File: src/rtl/dot_prod_pkg.sv
// Shared defaults and state encoding for the dot-product core feeder.
package dot_prod_pkg;

    localparam int DP_N   = 1000;
    localparam int DP_AW  = 10;
    localparam int DP_DW  = 27;
    localparam int DP_RW  = 64;
    localparam int DP_TMO = 65535;

    typedef enum logic [1:0] {
        LOAD = 2'd0,
        RUN  = 2'd1,
        HOLD = 2'd2
    } feeder_state_t;

endpackage

File: src/rtl/dot_prod_feeder.sv
// Streams N (a,b) pairs into the dot-product core arrays, releases the core,
// and hands back its result (or a timeout marker) over a valid/ready port.
module dot_prod_feeder
    import dot_prod_pkg::*;
#(
    parameter int N   = DP_N,
    parameter int AW  = DP_AW,
    parameter int DW  = DP_DW,
    parameter int RW  = DP_RW,
    parameter int TMO = DP_TMO
) (
    input  logic          clk,
    input  logic          rst_n,
    input  logic          in_valid,
    output logic          in_ready,
    input  logic [DW-1:0] in_a,
    input  logic [DW-1:0] in_b,
    output logic          out_valid,
    input  logic          out_ready,
    output logic [RW-1:0] out_result,
    output logic          out_timeout,
    output logic          busy,
    output logic          core_r_enable,
    output logic          core_controlArr,
    output logic [AW-1:0] core_init_i,
    output logic [RW-1:0] core_init_acc,
    output logic          core_wen_a,
    output logic          core_wen_b,
    output logic [AW-1:0] core_addr_a,
    output logic [AW-1:0] core_addr_b,
    output logic [DW-1:0] core_wdata_a,
    output logic [DW-1:0] core_wdata_b,
    input  logic          core_w_enable,
    input  logic [RW-1:0] core_result
);

    localparam int TW = $clog2(TMO + 1);

    feeder_state_t state_reg;
    logic [AW-1:0] addr_reg;
    logic [TW-1:0] tmo_cnt_reg;
    logic          out_valid_reg;
    logic          out_timeout_reg;
    logic [RW-1:0] out_result_reg;
    logic          r_enable_reg;
    logic          control_arr_reg;
    logic          wen_reg;
    logic [AW-1:0] waddr_reg;
    logic [DW-1:0] wdata_a_reg;
    logic [DW-1:0] wdata_b_reg;

    always_ff @(posedge clk) begin
        if (!rst_n) begin
            state_reg       <= LOAD;
            addr_reg        <= '0;
            tmo_cnt_reg     <= '0;
            out_valid_reg   <= 1'b0;
            out_timeout_reg <= 1'b0;
            out_result_reg  <= '0;
            r_enable_reg    <= 1'b1;
            control_arr_reg <= 1'b1;
            wen_reg         <= 1'b0;
            waddr_reg       <= '0;
            wdata_a_reg     <= '0;
            wdata_b_reg     <= '0;
        end else begin
            case (state_reg)
                LOAD: begin
                    r_enable_reg    <= 1'b1;
                    control_arr_reg <= 1'b1;
                    wen_reg         <= in_valid;
                    if (in_valid) begin
                        waddr_reg   <= addr_reg;
                        wdata_a_reg <= in_a;
                        wdata_b_reg <= in_b;
                        if (addr_reg == AW'(N - 1)) begin
                            addr_reg  <= '0;
                            state_reg <= RUN;
                        end else begin
                            addr_reg <= addr_reg + 1'b1;
                        end
                    end
                end
                RUN: begin
                    // The final write retires on the same edge that releases the core.
                    wen_reg         <= 1'b0;
                    control_arr_reg <= 1'b0;
                    if (core_w_enable) begin
                        out_result_reg  <= core_result;
                        out_valid_reg   <= 1'b1;
                        out_timeout_reg <= 1'b0;
                        r_enable_reg    <= 1'b1;
                        state_reg       <= HOLD;
                    end else if (tmo_cnt_reg == TW'(TMO - 1)) begin
                        out_result_reg  <= '0;
                        out_valid_reg   <= 1'b1;
                        out_timeout_reg <= 1'b1;
                        r_enable_reg    <= 1'b1;
                        state_reg       <= HOLD;
                    end else begin
                        r_enable_reg <= 1'b0;
                        tmo_cnt_reg  <= tmo_cnt_reg + 1'b1;
                    end
                end
                HOLD: begin
                    wen_reg <= 1'b0;
                    if (out_ready) begin
                        out_valid_reg   <= 1'b0;
                        out_timeout_reg <= 1'b0;
                        tmo_cnt_reg     <= '0;
                        control_arr_reg <= 1'b1;
                        state_reg       <= LOAD;
                    end
                end
                default: begin
                    state_reg <= LOAD;
                end
            endcase
        end
    end

    assign in_ready        = (state_reg == LOAD);
    assign busy            = (state_reg != LOAD) || (addr_reg != '0);
    assign out_valid       = out_valid_reg;
    assign out_timeout     = out_timeout_reg;
    assign out_result      = out_result_reg;
    assign core_r_enable   = r_enable_reg;
    assign core_controlArr = control_arr_reg;
    assign core_init_i     = '0;
    assign core_init_acc   = '0;
    assign core_wen_a      = wen_reg;
    assign core_wen_b      = wen_reg;
    assign core_addr_a     = waddr_reg;
    assign core_addr_b     = waddr_reg;
    assign core_wdata_a    = wdata_a_reg;
    assign core_wdata_b    = wdata_b_reg;

endmodule

File: config.mk
export PLATFORM = sky130hd
export DESIGN_NAME = dot_prod_feeder
export DESIGN_NICKNAME = d
export VERILOG_FILES = /design/src/rtl/dot_prod_pkg.sv /design/src/rtl/dot_prod_feeder.sv
export SDC_FILE = /design/constraint.sdc
export NUM_CORES = 1
export LEC_CHECK = 0
export CELL_PAD_IN_SITES_DETAIL_PLACEMENT = 1
export CELL_PAD_IN_SITES_GLOBAL_PLACEMENT = 1
export CORE_AREA = 2 2 111 221
export CTS_BUF_LIST = sky130_fd_sc_hd__clkbuf_8
export CTS_CLUSTER_DIAMETER = 80
export DETAILED_ROUTE_END_ITERATION = 8
export DIE_AREA = 0 0 113 223
export PLACE_DENSITY_LB_ADDON = 0.05
export SETUP_SLACK_MARGIN = 0.05
export SLEW_MARGIN = 25
export SYNTH_ARGS = -nofsm -noshare
export SYNTH_HDL_FRONTEND = slang
export SYNTH_SLANG_ARGS = --single-unit
File: constraint.sdc
create_clock -name clk -period 2.13 [get_ports clk]
set_input_delay 0.426 -clock clk [delete_from_list [all_inputs] [get_ports clk]]
set_output_delay 0.426 -clock clk [all_outputs]
set_load 0.005 [all_outputs]
==> impl_metrics.csv <==
group,metric,value,unit
outcome,status,"complete, but fails checks",
outcome,failed_checks,"DRC",
sta,tightest_slew,0.509,ns
drt,dr_total_vias,5919,
pwr,p_leak,3.94,nW
cells_and_area,final_cell_area,10100,sq um
cells_and_area,drive_above_1_share,0.107,
critical_path,worstPathArrival,1.58,ns
sta,fin_worst_skew,0.0143,ns
synth,synth_top_family_by_area,"compound AO/OA/AOI/OAI gates",
global_routing,grt_pass1_wl,33100,microns
drt,ant_nets,0,
synth,seq_area_frac_synth,0.479,
floorplan,die_area,25200,sq um
sta,max-slew-margin-rel,0.659,
cells_and_area,area.growth.synth_to_final,50.7,%
placed_design,dp_hpwl,15700,microns
cells_and_area,fin_cells,1306,
sta,setup_tns,0,ns
clock_tree,clock_latency,0.49,ns
critical_path,crit_path_top_delay_cell,"dfxtp_2",
synth,synth.most_common_cell,"dfxtp_1",
floorplan,start_util,0.285,
drt,drtIter0Drc,262,
synth,yosys.area_share.simple,0.152,
clock_tree,cts_buffers,17,
pwr,swShare,0.234,
sta,maxSlewViolCount,0,
global_routing,grt.overflow.total,0,
pwr,seq_power_share,0.488,
synth,synth_top_area_share,0.479,
clock_tree,max-clock-path-buffers,2,
floorplan,die_y,223,microns
pwr,internal-power,4.87,mW
synth,synth_area_leader_cell,"dfxtp_1",
pwr,p_comb_frac,0.098,
pwr,power.share.clock,0.414,
cells_and_area,nets,1139,
cells_and_area,diodes,0,
global_routing,antenna_found_initial,0,
global_routing,grt_max_degree,62,
drt,wl_per_cell,16.4,microns
floorplan,die_w,113,microns
sta,hold_violations,0,
synth,synth.area.mux_share,0,
sta,rsz0062_at_grt,"yes",
sta,finalCritPeriodShare,0.941,
clock_tree,htreeDepth,4,
synth,synthXorXnorAreaFrac,0.0117,
clock_tree,cts-hold-fix-buffers,0,
min_path,min_path_type,"in -> reg",
pwr,power_switching,1.49,mW
cells_and_area,largest_reg_flops,64,
global_routing,grt_pass1_vias,5925,
synth,async_flop_share,0,
pwr,peakVddDrop,335,uV
clock_tree,clock_sinks,161,
synth,synth-edff-count,0,
drt,first_pass_iters,7,
synth,synth.cell_area,6730,sq um
critical_path,path_class,"reg -> out",
synth,synth_fa_ha_area_frac,0.0186,
synth,synth_warnings,0,
critical_path,cp_max_fo,3,
global_routing,grt_use_total,0.168,
drt,drt_wl_total,21400,microns
floorplan,io_pins,343,
flow_run,maxCapViolations,0,
synth,synth_common_cells,"161 x dfxtp_1, 149 x nand2_1, 85 x buf_4",
synth,ys_top_cells_by_area,"dfxtp_1 48%, buf_4 9.5%, a22o_1 8.5%",
sta,setup_viol,0,
pwr,p_total,6.35,mW
critical_path,crit_path_end_kind,"output pin",
floorplan,core,23600,sq um
synth,synth_flop_cell,"dfxtp_1",
synth,synth-compound-area-share,0.205,
pwr,powerDensity,627,nW/um^2
critical_path,slowest_delay,0.34,ns
floorplan,rows,80,
placed_design,dp_cells,1271,
critical_path,crit_path_start_kind,"register",
placed_design,dp_slack,-0.0754,ns
critical_path,cp.required,1.70,ns
drt,drc,17,
placed_design,gp_congestion,0.803,
sta,timing.fmax,499,MHz
placed_design,port_buffers,268,
clock_tree,cts_root_buf,"clkbuf_8",
placed_design,dpl-instance-area,9590,sq um
synth,synth_cells,726,
synth,avgSynthCellArea,9.27,sq um
sta,setup_slack,0.126,ns
clock_tree,tritoncts,"yes",
drt,vias_per_cell,4.53,
sta,post-route-min-period,2.00,ns
synth,ys_types,53,
critical_path,path_cells,"inv_2 > buf_6 > ha_4 > nand2_2 > nor3_2 > nand3_1 > buf_2",
clock_tree,clk_pin_slew,0.09,ns
synth,ys_seq_elements,161,
==> layer usage <==
layer / vias to the layer above / global-route usage / share of wire
met2: 147 / 0.290 / 0.53
li1: 2887 / - / -
met5: - / 0 / 0
met1: 2864 / 0.195 / 0.40
met3: 21 / 0.0459 / 0.051
met4: 0 / 0.0645 / 0.020
==> power by group through the flow <==
stage / sequential (mW) / combinational [mW] / clock [mW]
2_1_floorplan: 3.18 / 0.293 / 0
3_3_place_gp: 3.17 / 0.614 / 0
3_5_place_dp: 3.17 / 0.621 / 0
4_1_cts: 3.10 / 0.623 / 2.75
5_1_grt: 3.11 / 0.683 / 2.86
6_report: 3.10 / 0.623 / 2.63
==> cells in the final DEF (no fill, tap or decap), types with 9 or more instances in the layout <==
| cell | instances |
|---|---|
| nand4_1 | 9 |
| nand2_1 | 147 |
| clkdlybuf4s50_1 | 265 |
| buf_4 | 42 |
| a22o_1 | 65 |
| nor3_1 | 9 |
| clkbuf_8 | 18 |
| conb_1 | 74 |
| dfxtp_1 | 154 |
| nor2_1 | 18 |
| o21ai_0 | 12 |
| nand3_1 | 11 |
| a21boi_0 | 66 |
==> layout make-up <==
class                      instances  area (sq um)
clock inverter                    14           213
timing repair buffer             318          3130
multi-input combinational        498          2920
fill                            2759         13500
sequential                       161          3230
inverter                          10          37.5
clock buffer                      18           248
tap                              287           359
==> worst paths after layout <==
check	start	end	slack, ns	cells after the start
worst max-delay path	state_reg[0]$_SDFFE_PN0P_	busy	0.13	7
worst min-delay path	rst_n	out_timeout$_SDFFE_PN0P_	0.40	4
worst max register to register	state_reg[0]$_SDFFE_PN0P_	tmo_cnt_reg[11]$_SDFFE_PN0P_	0.15	6
worst min register to register	core_wdata_b[13]$_SDFFE_PN0P_	core_wdata_b[13]$_SDFFE_PN0P_	0.46	2
==> timing repair <==
item | 4_1_cts | 5_1_grt
resized for setup | 8 | 18
cloned | 0 | 1
pin swaps | 0 | 7
setup buffers | 0 | 2
endpoints found under the setup margin | 4 | 71
==> worst max-delay path: cells and delay by family (launching register included) <==
kind                     cells  cell delay [ns]
buffers and inverters        3             0.31
flip-flops                   1             0.34
AND/OR/NAND/NOR              3             0.32
adder cells (fa/ha/maj)      1             0.13
==> kinds of logic after synthesis <==
family                   count (synthesis)
AND/OR/NAND/NOR                        229
AO/OA/AOI/OAI                          176
flip-flops                             161
buffers and inverters                  140
adder cells (fa/ha/maj)                 10
XOR/XNOR                                 9
other                                    1
==> metrics by stage <==
step	util	hold WS, ns
final	0.429	0.396
after global routing	0.429	0.381
after CTS	0.426	0.346
after detailed placement	0.406	0.456
after global placement	0.406	0.449
after floorplan	-	0.460
Power figures use the tool's default switching activity.
